`src/rtl/ga_alu_arbiter_pkg.sv`:
```
// Shared types for the GA ALU arbiter: multivector layout, ALU function codes,
// arbiter error causes, arbiter FSM states and the supported-funct screen.
package ga_alu_arbiter_pkg;

    // 3D geometric-algebra multivector, one signed 16-bit lane per blade
    typedef struct packed {
        logic signed [15:0] scalar;
        logic signed [15:0] e1;
        logic signed [15:0] e2;
        logic signed [15:0] e3;
        logic signed [15:0] e12;
        logic signed [15:0] e23;
        logic signed [15:0] e31;
        logic signed [15:0] e123;
    } ga_multivector_t;

    typedef enum logic [3:0] {
        GA_FUNCT_ADD     = 4'd0,
        GA_FUNCT_SUB     = 4'd1,
        GA_FUNCT_MUL     = 4'd2,
        GA_FUNCT_WEDGE   = 4'd3,
        GA_FUNCT_DOT     = 4'd4,
        GA_FUNCT_DUAL    = 4'd5,
        GA_FUNCT_REV     = 4'd6,
        GA_FUNCT_NORM    = 4'd7,
        GA_FUNCT_ROTATE  = 4'd8,
        GA_FUNCT_REFLECT = 4'd9
    } ga_funct_e;

    typedef enum logic [1:0] {
        GA_ARB_ERR_NONE    = 2'd0,
        GA_ARB_ERR_ALU     = 2'd1,
        GA_ARB_ERR_ILLEGAL = 2'd2,
        GA_ARB_ERR_TIMEOUT = 2'd3
    } ga_arb_err_e;

    typedef enum logic [1:0] {
        ST_IDLE  = 2'd0,
        ST_ISSUE = 2'd1,
        ST_WAIT  = 2'd2,
        ST_RESP  = 2'd3
    } ga_arb_state_e;

    // Encodings outside the list never reach the ALU
    function automatic logic ga_funct_supported(ga_funct_e f);
        case (f)
            GA_FUNCT_ADD, GA_FUNCT_SUB, GA_FUNCT_MUL, GA_FUNCT_WEDGE,
            GA_FUNCT_DOT, GA_FUNCT_DUAL, GA_FUNCT_REV, GA_FUNCT_NORM,
            GA_FUNCT_ROTATE, GA_FUNCT_REFLECT: return 1'b1;
            default:                           return 1'b0;
        endcase
    endfunction

endpackage

```
`src/rtl/ga_alu_arbiter_rr_pick.sv`:
```
// Circular priority picker: first set request at or after ptr_i, wrapping.
module ga_rr_pick #(
    parameter int unsigned NumReq = 2,
    parameter int unsigned IdxW   = $clog2(NumReq)
) (
    input  logic [NumReq-1:0] req_i,
    input  logic [IdxW-1:0]   ptr_i,
    output logic [NumReq-1:0] grant_o,
    output logic [IdxW-1:0]   idx_o,
    output logic              valid_o
);

    logic [IdxW:0]   w_sum;
    logic [IdxW-1:0] w_pos;

    // Scan NumReq positions starting at the pointer, keep the first hit
    always_comb begin
        grant_o = '0;
        idx_o   = '0;
        valid_o = 1'b0;
        w_sum   = '0;
        w_pos   = '0;
        for (int unsigned k = 0; k < NumReq; k++) begin
            w_sum = {1'b0, ptr_i} + (IdxW+1)'(k);
            if (w_sum >= (IdxW+1)'(NumReq)) begin
                w_sum = w_sum - (IdxW+1)'(NumReq);
            end
            w_pos = w_sum[IdxW-1:0];
            if (!valid_o && req_i[w_pos]) begin
                valid_o        = 1'b1;
                grant_o[w_pos] = 1'b1;
                idx_o          = w_pos;
            end
        end
    end

endmodule

```
`src/rtl/ga_alu_arbiter.sv`:
```
// Shares one ga_alu between NumReq requesters: round-robin grant, operand
// latching, clean-idle issue handshake, WAIT timeout and a held response.
module ga_alu_arbiter
    import ga_alu_arbiter_pkg::*;
#(
    parameter int unsigned NumReq        = 2,
    parameter int unsigned TimeoutCycles = 16
) (
    input  logic                clk_i,
    input  logic                rst_ni,
    input  logic [NumReq-1:0]   req_valid_i,
    output logic [NumReq-1:0]   req_ready_o,
    input  ga_multivector_t     req_op_a_i  [NumReq],
    input  ga_multivector_t     req_op_b_i  [NumReq],
    input  ga_funct_e           req_funct_i [NumReq],
    output logic [NumReq-1:0]   rsp_valid_o,
    input  logic [NumReq-1:0]   rsp_ready_i,
    output ga_multivector_t     rsp_result_o,
    output ga_arb_err_e         rsp_err_o,
    output ga_multivector_t     alu_operand_a_o,
    output ga_multivector_t     alu_operand_b_o,
    output ga_funct_e           alu_operation_o,
    output logic                alu_valid_o,
    input  logic                alu_ready_i,
    input  ga_multivector_t     alu_result_i,
    input  logic                alu_error_i,
    output logic                busy_o
);

    localparam int unsigned IdxW    = $clog2(NumReq);
    localparam int unsigned CntW    = (TimeoutCycles > 1) ? $clog2(TimeoutCycles + 1) : 1;
    localparam int unsigned TmoLast = (TimeoutCycles == 0) ? 0 : TimeoutCycles - 1;

    ga_arb_state_e   r_state;
    logic [IdxW-1:0] r_rr;
    logic [IdxW-1:0] r_gnt_idx;
    ga_multivector_t r_op_a;
    ga_multivector_t r_op_b;
    ga_funct_e       r_funct;
    ga_multivector_t r_result;
    ga_arb_err_e     r_err;
    logic            r_alu_ready_q;
    logic [CntW-1:0] r_tmo_cnt;
    logic            r_alu_valid;
    logic [NumReq-1:0] r_rsp_valid;

    logic [NumReq-1:0] w_grant;
    logic [IdxW-1:0]   w_gnt_idx;
    logic              w_any;
    logic              w_alu_clean;
    logic [NumReq-1:0] w_gnt_onehot;
    logic [IdxW-1:0]   w_rr_next;

    ga_rr_pick #(
        .NumReq (NumReq),
        .IdxW   (IdxW)
    ) u_pick (
        .req_i   (req_valid_i),
        .ptr_i   (r_rr),
        .grant_o (w_grant),
        .idx_o   (w_gnt_idx),
        .valid_o (w_any)
    );

    // ready high in the DONE cycle follows a COMPUTE (ready low), so requiring
    // two consecutive ready cycles rejects a stale DONE left over by a timeout
    assign w_alu_clean  = alu_ready_i && r_alu_ready_q;
    assign w_gnt_onehot = NumReq'(1) << r_gnt_idx;
    assign w_rr_next    = (r_gnt_idx == IdxW'(NumReq - 1)) ? '0 : r_gnt_idx + IdxW'(1);

    // Same-cycle accept strobe to the winning requester while idle
    always_comb begin
        req_ready_o = '0;
        if (rst_ni && r_state == ST_IDLE) begin
            req_ready_o = w_grant;
        end
    end

    assign rsp_valid_o     = r_rsp_valid;
    assign rsp_result_o    = r_result;
    assign rsp_err_o       = r_err;
    assign alu_operand_a_o = r_op_a;
    assign alu_operand_b_o = r_op_b;
    assign alu_operation_o = r_funct;
    assign alu_valid_o     = r_alu_valid;
    assign busy_o          = (r_state != ST_IDLE);

    // Arbiter FSM with registered ALU-side and response-side outputs
    always_ff @(posedge clk_i or negedge rst_ni) begin
        if (!rst_ni) begin
            r_state       <= ST_IDLE;
            r_rr          <= '0;
            r_gnt_idx     <= '0;
            r_op_a        <= '0;
            r_op_b        <= '0;
            r_funct       <= GA_FUNCT_ADD;
            r_result      <= '0;
            r_err         <= GA_ARB_ERR_NONE;
            r_alu_ready_q <= 1'b0;
            r_tmo_cnt     <= '0;
            r_alu_valid   <= 1'b0;
            r_rsp_valid   <= '0;
        end else begin
            r_alu_ready_q <= alu_ready_i;
            case (r_state)
                ST_IDLE: begin
                    if (w_any) begin
                        r_gnt_idx <= w_gnt_idx;
                        r_op_a    <= req_op_a_i[w_gnt_idx];
                        r_op_b    <= req_op_b_i[w_gnt_idx];
                        r_funct   <= req_funct_i[w_gnt_idx];
                        if (!ga_funct_supported(req_funct_i[w_gnt_idx])) begin
                            r_result    <= '0;
                            r_err       <= GA_ARB_ERR_ILLEGAL;
                            r_rsp_valid <= w_grant;
                            r_state     <= ST_RESP;
                        end else begin
                            r_alu_valid <= 1'b1;
                            r_state     <= ST_ISSUE;
                        end
                    end
                end
                ST_ISSUE: begin
                    if (w_alu_clean) begin
                        r_alu_valid <= 1'b0;
                        r_tmo_cnt   <= '0;
                        r_state     <= ST_WAIT;
                    end
                end
                ST_WAIT: begin
                    r_tmo_cnt <= r_tmo_cnt + CntW'(1);
                    if (alu_ready_i) begin
                        r_result    <= alu_result_i;
                        r_err       <= alu_error_i ? GA_ARB_ERR_ALU : GA_ARB_ERR_NONE;
                        r_rsp_valid <= w_gnt_onehot;
                        r_state     <= ST_RESP;
                    end else if (TimeoutCycles != 0 && r_tmo_cnt == CntW'(TmoLast)) begin
                        r_result    <= '0;
                        r_err       <= GA_ARB_ERR_TIMEOUT;
                        r_rsp_valid <= w_gnt_onehot;
                        r_state     <= ST_RESP;
                    end
                end
                ST_RESP: begin
                    if (rsp_ready_i[r_gnt_idx]) begin
                        r_rsp_valid <= '0;
                        r_rr        <= w_rr_next;
                        r_state     <= ST_IDLE;
                    end
                end
                default: r_state <= ST_IDLE;
            endcase
        end
    end

endmodule

```
`config.mk`:
```
export PLATFORM = sky130hd
export DESIGN_NAME = ga_alu_arbiter
export DESIGN_NICKNAME = d
export VERILOG_FILES = /design/src/rtl/ga_alu_arbiter_pkg.sv /design/src/rtl/ga_alu_arbiter_rr_pick.sv /design/src/rtl/ga_alu_arbiter.sv
export SDC_FILE = /design/constraint.sdc
export NUM_CORES = 1
export LEC_CHECK = 0
export ABC_AREA = 0
export ABC_CLOCK_PERIOD_IN_PS = 2200
export CAP_MARGIN = 5
export CORE_AREA = 2 2 411 413
export DETAILED_ROUTE_END_ITERATION = 6
export DIE_AREA = 0 0 413 415
export GPL_ROUTABILITY_DRIVEN = 1
export MAX_ROUTING_LAYER = met4
export PLACE_DENSITY = 0.34
export SYNTH_ARGS = -nofsm -noshare
export SYNTH_HDL_FRONTEND = slang
export SYNTH_SLANG_ARGS = --single-unit
```
`constraint.sdc`:
```
create_clock -name clk_i -period 2.2 [get_ports clk_i]
set_input_delay 0.33 -clock clk_i [delete_from_list [all_inputs] [get_ports clk_i]]
set_output_delay 0.33 -clock clk_i [all_outputs]
set_load 0.05 [all_outputs]
```
Word-level counts from Yosys, hierarchy flattened
Memory sizes are Yosys's and may differ from the RTL's.
Index checks and enable logic that the tools add are counted.
{"block": "word_totals", "reg_bits": 403, "in_bits": 656, "rom_bits": 16, "out_inout_bits": 396, "n_memories": 1, "elab_cells": 138}
{"block": "op_classes", "eq_ne": 10, "bitwise_logic": 2, "reduce_logical": 19, "shift": 1, "n_mux": 59, "add_sub_neg": 5, "magnitude_cmp": 8}
{"memory": "(name not given)", "depth": 16, "word_bits": 1, "read_ports": 1, "rd_clocked_by_memory_dff": 0, "wr": 0, "line": "ga_alu_arbiter_pkg.sv:46", "text": "case (f)"}
{"cell": "$mux 128", "n": 10}
{"cell": "$pmux 128 s2", "n": 1}
{"cell": "$mux 2", "n": 16}
{"cell": "$mux 1", "n": 21}
{"cell": "$mux 4", "n": 3}
{"cell": "$reduce_and 4->1", "n": 3}
{"cell": "$pmux 5 s2", "n": 1}
{"cell": "$pmux 2 s4", "n": 1}
{"cell": "$reduce_bool 2->1", "n": 4}
{"cell": "$lt 1x2->1 const B", "n": 3}
{"cell": "$ne 2x2->1 const B", "n": 3}
{"cell": "$pmux 2 s3", "n": 1}
{"cell": "$reduce_and 2->1", "n": 3}
{"cell": "$add 5x1->5 const B", "n": 1}
{"cell": "$eq 5x4->1 const B", "n": 1}
{"cell": "$logic_and 1x1->1", "n": 5}
{"cell": "$mux 5", "n": 1}
{"cell": "$reduce_and 5->1", "n": 1}
{"cell": "$eq 2x2->1 const B", "n": 2}
{"cell": "$ge 2x2->1 const B", "n": 2}
{"cell": "$ne 2x1->1 const B", "n": 2}
{"cell": "$pmux 2 s2", "n": 1}
{"cell": "$ne 3x3->1 const B", "n": 1}
{"cell": "$reduce_bool 3->1", "n": 1}
{"cell": "13 further kinds", "n": 16}

Logic depth before layout (Yosys ltp)
An unclocked memory read counts as a cell.
{"block": "depth", "word_depth": 18, "ltp_mapped": 10, "mapped_depth_nobuf": 8}

Hierarchy
Synthesis repeated with hierarchy kept, for this count alone.
{"block": "hier_totals", "hier_cells": 1512, "hier_area_um2": 17286.6}
{"module": "ga_alu_arbiter", "area_per_inst_um2": 17254.0, "instances": 1, "cells_each": 1507}
{"module": "ga_rr_pick", "area_per_inst_um2": 32.5, "instances": 1, "cells_each": 5}

Least setup slack after synthesis
Ideal clock, no wire load.
{"block": "synth_path", "kind": "register to register", "startpoint": "register r_state[0]", "endpoint": "register r_result, in the netlist rsp_result_o[100]", "n_path_buf": 3, "setup_ps": 121, "path_stages_with_launch": 11, "required_ps": 2079, "arrival_ps": 2020, "path_slack_ps": 59, "path_cell_list": "dfrtp_1 > inv_1 > ha_1 > buf_2 > inv_1 > nor2_1 > o21ai_1 > a21o_1 > buf_2 > buf_2 > a22o_1"}
{"block": "synth_via", "elab_chain_cells": 3, "word_cells_on_any_way": 8}
{"item": "from (decl)", "line": "ga_alu_arbiter.sv:34", "text": "ga_arb_state_e r_state;"}
{"item": "from (signal assigned)", "line": "ga_alu_arbiter.sv:91", "text": "r_state <= ST_IDLE;"}
{"item": "from (signal assigned)", "line": "ga_alu_arbiter.sv:116", "text": "r_state <= ST_RESP;"}
{"item": "from (signal assigned)", "line": "ga_alu_arbiter.sv:119", "text": "r_state <= ST_ISSUE;"}
{"item": "$eq 2x2->1 or $logic_not 2->1 (tied branches)", "line": "ga_alu_arbiter.sv:105", "text": "case (r_state)"}
{"item": "$ne 3x3->1 (no line), or another cell as far along"}
{"item": "$reduce_and 4->1 (no line)"}
{"item": "to (signal assigned)", "line": "ga_alu_arbiter.sv:133", "text": "r_result <= alu_result_i;"}
{"item": "to (decl)", "line": "ga_alu_arbiter.sv:40", "text": "ga_multivector_t r_result;"}
Parallel ways exist; a longest one is shown, timed or not.
A chain may end at the register's enable or synchronous reset.

Worst setup path after layout
{"block": "layout_path", "startpoint": "register r_rr", "endpoint": "register r_result, in the netlist rsp_result_o[100]"}
{"block": "layout_via", "elab_chain_cells": 17, "word_cells_on_any_way": 27}
{"item": "from (decl)", "line": "ga_alu_arbiter.sv:35", "text": "logic [IdxW-1:0] r_rr;"}
{"item": "from (signal assigned)", "line": "ga_alu_arbiter.sv:147", "text": "r_rr <= w_rr_next;"}
{"item": "$ge 1x2->1 or $sub 1x1->1 (tied branches)", "line": "ga_alu_arbiter_rr_pick.sv:25, ga_alu_arbiter_rr_pick.sv:26"}
{"item": "$mux 1", "line": "ga_alu_arbiter_rr_pick.sv:25", "text": "if (w_sum >= (IdxW+1)'(NumReq)) begin"}
{"item": "$mux 1 (not written as such) (2 in series)", "line": "ga_alu_arbiter_rr_pick.sv:29", "text": "if (!valid_o && req_i[w_pos]) begin"}
{"item": "$mux 1", "line": "ga_alu_arbiter_rr_pick.sv:29"}
{"item": "$logic_not 1->1", "line": "ga_alu_arbiter_rr_pick.sv:29"}
{"item": "$logic_and 1x1->1", "line": "ga_alu_arbiter_rr_pick.sv:29"}
{"item": "$mux 1", "line": "ga_alu_arbiter_rr_pick.sv:29"}
{"item": "$not 1->2 (not written as such)", "line": "ga_alu_arbiter.sv:112", "text": "if (!ga_funct_supported(req_funct_i[w_gnt_idx])) begin"}
{"item": "$mux 4 (not written as such) (3 in series)", "line": "ga_alu_arbiter.sv:112"}
{"item": "$mem_v2 16x1"}
{"item": "$mux 1", "line": "ga_alu_arbiter.sv:107", "text": "if (w_any) begin"}
{"item": "$mux 1", "line": "ga_alu_arbiter.sv:105"}
{"item": "$ne 2x2->1 (no line)"}
{"item": "$reduce_and 4->1 (no line) (*)"}
Every way passes the cells marked *; elsewhere a longest branch is shown, timed or not. The select of a mux whose other input is x is not followed.

==> metrics.txt <==
nets@finish 3344; register area share after synthesis 0.5872; Post-DP HPWL 86700 um; f_max 467.4 MHz; mapped cell area 17170 sq um; Cells after DPL 4809; Crit path buffers/inverters 3; setup violation total in the final timing report 0; Syn-to-layout area delta 95.82%; total clock sinks 403; Setup CP Type reg -> reg; WHS Path Cells 2; synthesized area per cell 11.31 sq um; Slew Limit Headroom 0.5773; GRT Total Usage 0.1224; Crit path max-delay family compound AO/OA/AOI/OAI gates; most common cell in the netlist dfrtp_1; top cells by area, synth dfrtp_1 59%, mux2i_1 15%, o21ai_0 7.8%, a22o_1 6.5%, nand2_1 6.0%; TritonCTS clock tree built; unrepaired setup endpoints after global routing yes; Worst setup SP type flop; highest net fanout along the worst path 11; post-route minimum period 2.140 ns; Final Cycle Share 0.9726; Die H 415 um; # fillers 18.46k; VDD IR max 0.0004450 V; number of global-route vias before repair 17.19k; clk buf depth 3; Synth Flop Type dfrtp_1; Max Slew Vio Count 0; Final ANT Viol Nets 0; initial antenna violation count 49; Synth area leader dfrtp_1; Tightest Pin Transition 0.6366 ns; CP Depth 8; io pins 1052; Post-synth ARST share 1.000; non-filler cells, final 4968; PwrDens 1531 nW/um^2; Max stage delay on crit path 0.39 ns; via count 16.24k; Max Cap Viol 0; Syn. warnings 0; share of cells above drive strength 1 0.1161; Worst Path Arrival 2.65 ns; status finished, final reports clean; Seq. cell area 10080 sq um; Synth top area share 0.5872; largest net degree at the start of global routing 73; CP Capture Type flop; Starting Density 0.1030; area of the die 171400 sq um; first-pass GRT wire length 143200 um; top cells by count, synth 403 x dfrtp_1, 276 x nand2_1, 269 x o21ai_0, 262 x mux2i_1, 128 x a22o_1; Static Leak 15.64 nW; Hold Path Class in -> reg; root buffer cell clkbuf_16; Util after Layout 0.2018; GRT overflow 0; Post-synth EDFFs 0; worst skew pair latency 0.64 ns; DRT Pass-1 Iters 5; Reg clk slew, reported paths 0.06 ns; Final Hold Fails 0; Die X-Extent 413 um; drt drc 0; Synth cell types 34; initial DRC count 554; post-DR vias/cell 3.269; area of the multi-input gates 6613 sq um; core area 166700 sq um; routability congestion estimate 0.8180; crit path cell chain nand2b_4 -> buf_12 -> o2111a_2 -> o21ai_2 -> a21o_4 -> buf_12 -> clkbuf_16 -> a22o_1; worst reg2reg path depth 8; CP dominant cell by count buf_12; Worst path slowest cell o2111a_2; cell count after synthesis 1519; Setup Skew 0.02438 ns; Yosys reg bits 403; Routed WL 105600 um; syn nets 2182; IO buf count 1051; WL/cell 21.26 um; total CTS buffers 57; H-tree levels 2; Std-Cell Rows 150; Worst EP required 2.71 ns
[where the power goes]
part / switching [mW] / internal, mW / leakage [nW] / total [mW]
registers: 2.13 / 10.9 / 5.11 / 13.0
clock network: 3.87 / 6.22 / 1.01 / 10.1
logic: 19.8 / 8.60 / 9.52 / 28.4
total: 25.8 / 25.7 / 15.6 / 51.5
[through the flow]
step	setup slack, ns	hold WS, ns	power, mW	TNS, ns	area, sq um
3_5_place_dp	-0.8207	0.4099	43.43	-157.92	31550
5_1_grt	-0.002607	0.2491	54.35	-0.005139	33620
3_3_place_gp	-0.8638	0.4084	43.47	-162.90	31550
2_1_floorplan	0.05935	0.03441	30.23	0	17170
6_report	0.06033	0.2939	51.49	0	33630
4_1_cts	-0.1337	0.2218	52.32	-0.1421	33350
[layout by cell type (no fill, tap or decap), types with 4 or more instances in the layout]
cell / synthesis / routed
inv_1: 9 / 7
buf_4: 1 / 147
clkinv_2: 0 / 11
nor2_1: 8 / 6
clkbuf_16: 0 / 60
a22o_1: 128 / 128
mux2i_1: 262 / 262
dlymetal6s2s_1: 0 / 18
clkbuf_1: 40 / 10
buf_12: 0 / 44
nand2_1: 276 / 274
dlygate4sd2_1: 0 / 316
o21ai_0: 269 / 268
clkbuf_8: 0 / 19
diode_2: 0 / 34
nor3_1: 4 / 4
dfrtp_1: 403 / 403
a21oi_1: 6 / 6
bufinv_16: 0 / 6
clkdlybuf4s50_1: 0 / 687
[sequential cells by signal, indices dropped and copies added (netlist names)]
register	cells
r_rr	1
alu_operand_b_o	128
alu_valid_o	1
rsp_result_o	128
r_alu_ready_q	1
alu_operand_a_o	128
rsp_valid_o	2
alu_operation_o	4
r_tmo_cnt	5
rsp_err_o	2
r_gnt_idx	1
r_state	2
[layout make-up]
class	count	share of cell area
diodes	34	0.002530
well taps	2204	0.08200
clock buffers	88	0.05279
repair buffers	1221	0.3574
inverters	9	0.001005
clock inverters	20	0.007739
flip-flops and latches	403	0.2999
multi-input cells	989	0.1966
[metal layers]
layer	share of wire	track usage
met1	0.40	0.1365
met2	0.51	0.2067
met3	0.071	0.03607
met4	0.026	0.04228
met5	0	-
[worst reg2reg max path, cell delays in order, from the launching register on]
cell and delay [ns]:
dfrtp_1 0.34, nand2b_4 0.14, buf_12 0.12, o2111a_2 0.39, o21ai_2 0.12, a21o_4 0.29, buf_12 0.21, clkbuf_16 0.17
a22o_1 0.24
[repair_timing]
action                                  in CTS  in global routing
hold buffers                                 1                  0
gates resized for setup                    334                 29
hold endpoints to repair                    39                  0
endpoints found under the setup margin     454                117
gates cloned                                 1                  1
pin swaps                                    2                  5
buffers inserted                             6                  8
[worst paths after layout]
check	from	endpoint	slack, ns
hold / removal	alu_result_i[67]	rsp_result_o[67]	0.29
max in group asynchronous	rst_ni	alu_operand_a_o[52]	1.04
setup / recovery	r_rr	rsp_result_o[100]	0.06
min in group asynchronous	rst_ni	alu_operand_b_o[122]	0.36
setup reg to reg	r_rr	rsp_result_o[100]	0.06
hold reg to reg	alu_operand_a_o[33]	alu_operand_a_o[33]	0.47
[cell families (layout without fill, tap and decap cells)]
family,after synthesis,after routing,synth area share
compound gates,423,423,0.1546
fa+ha+maj,7,7,0.005100
buf+inv,127,1338,0.03359
flops,403,403,0.5872
mux,263,263,0.1534
other cells,0,34,0
simple gates,296,296,0.06615
Note: power is estimated with default switching activity, not from simulation.
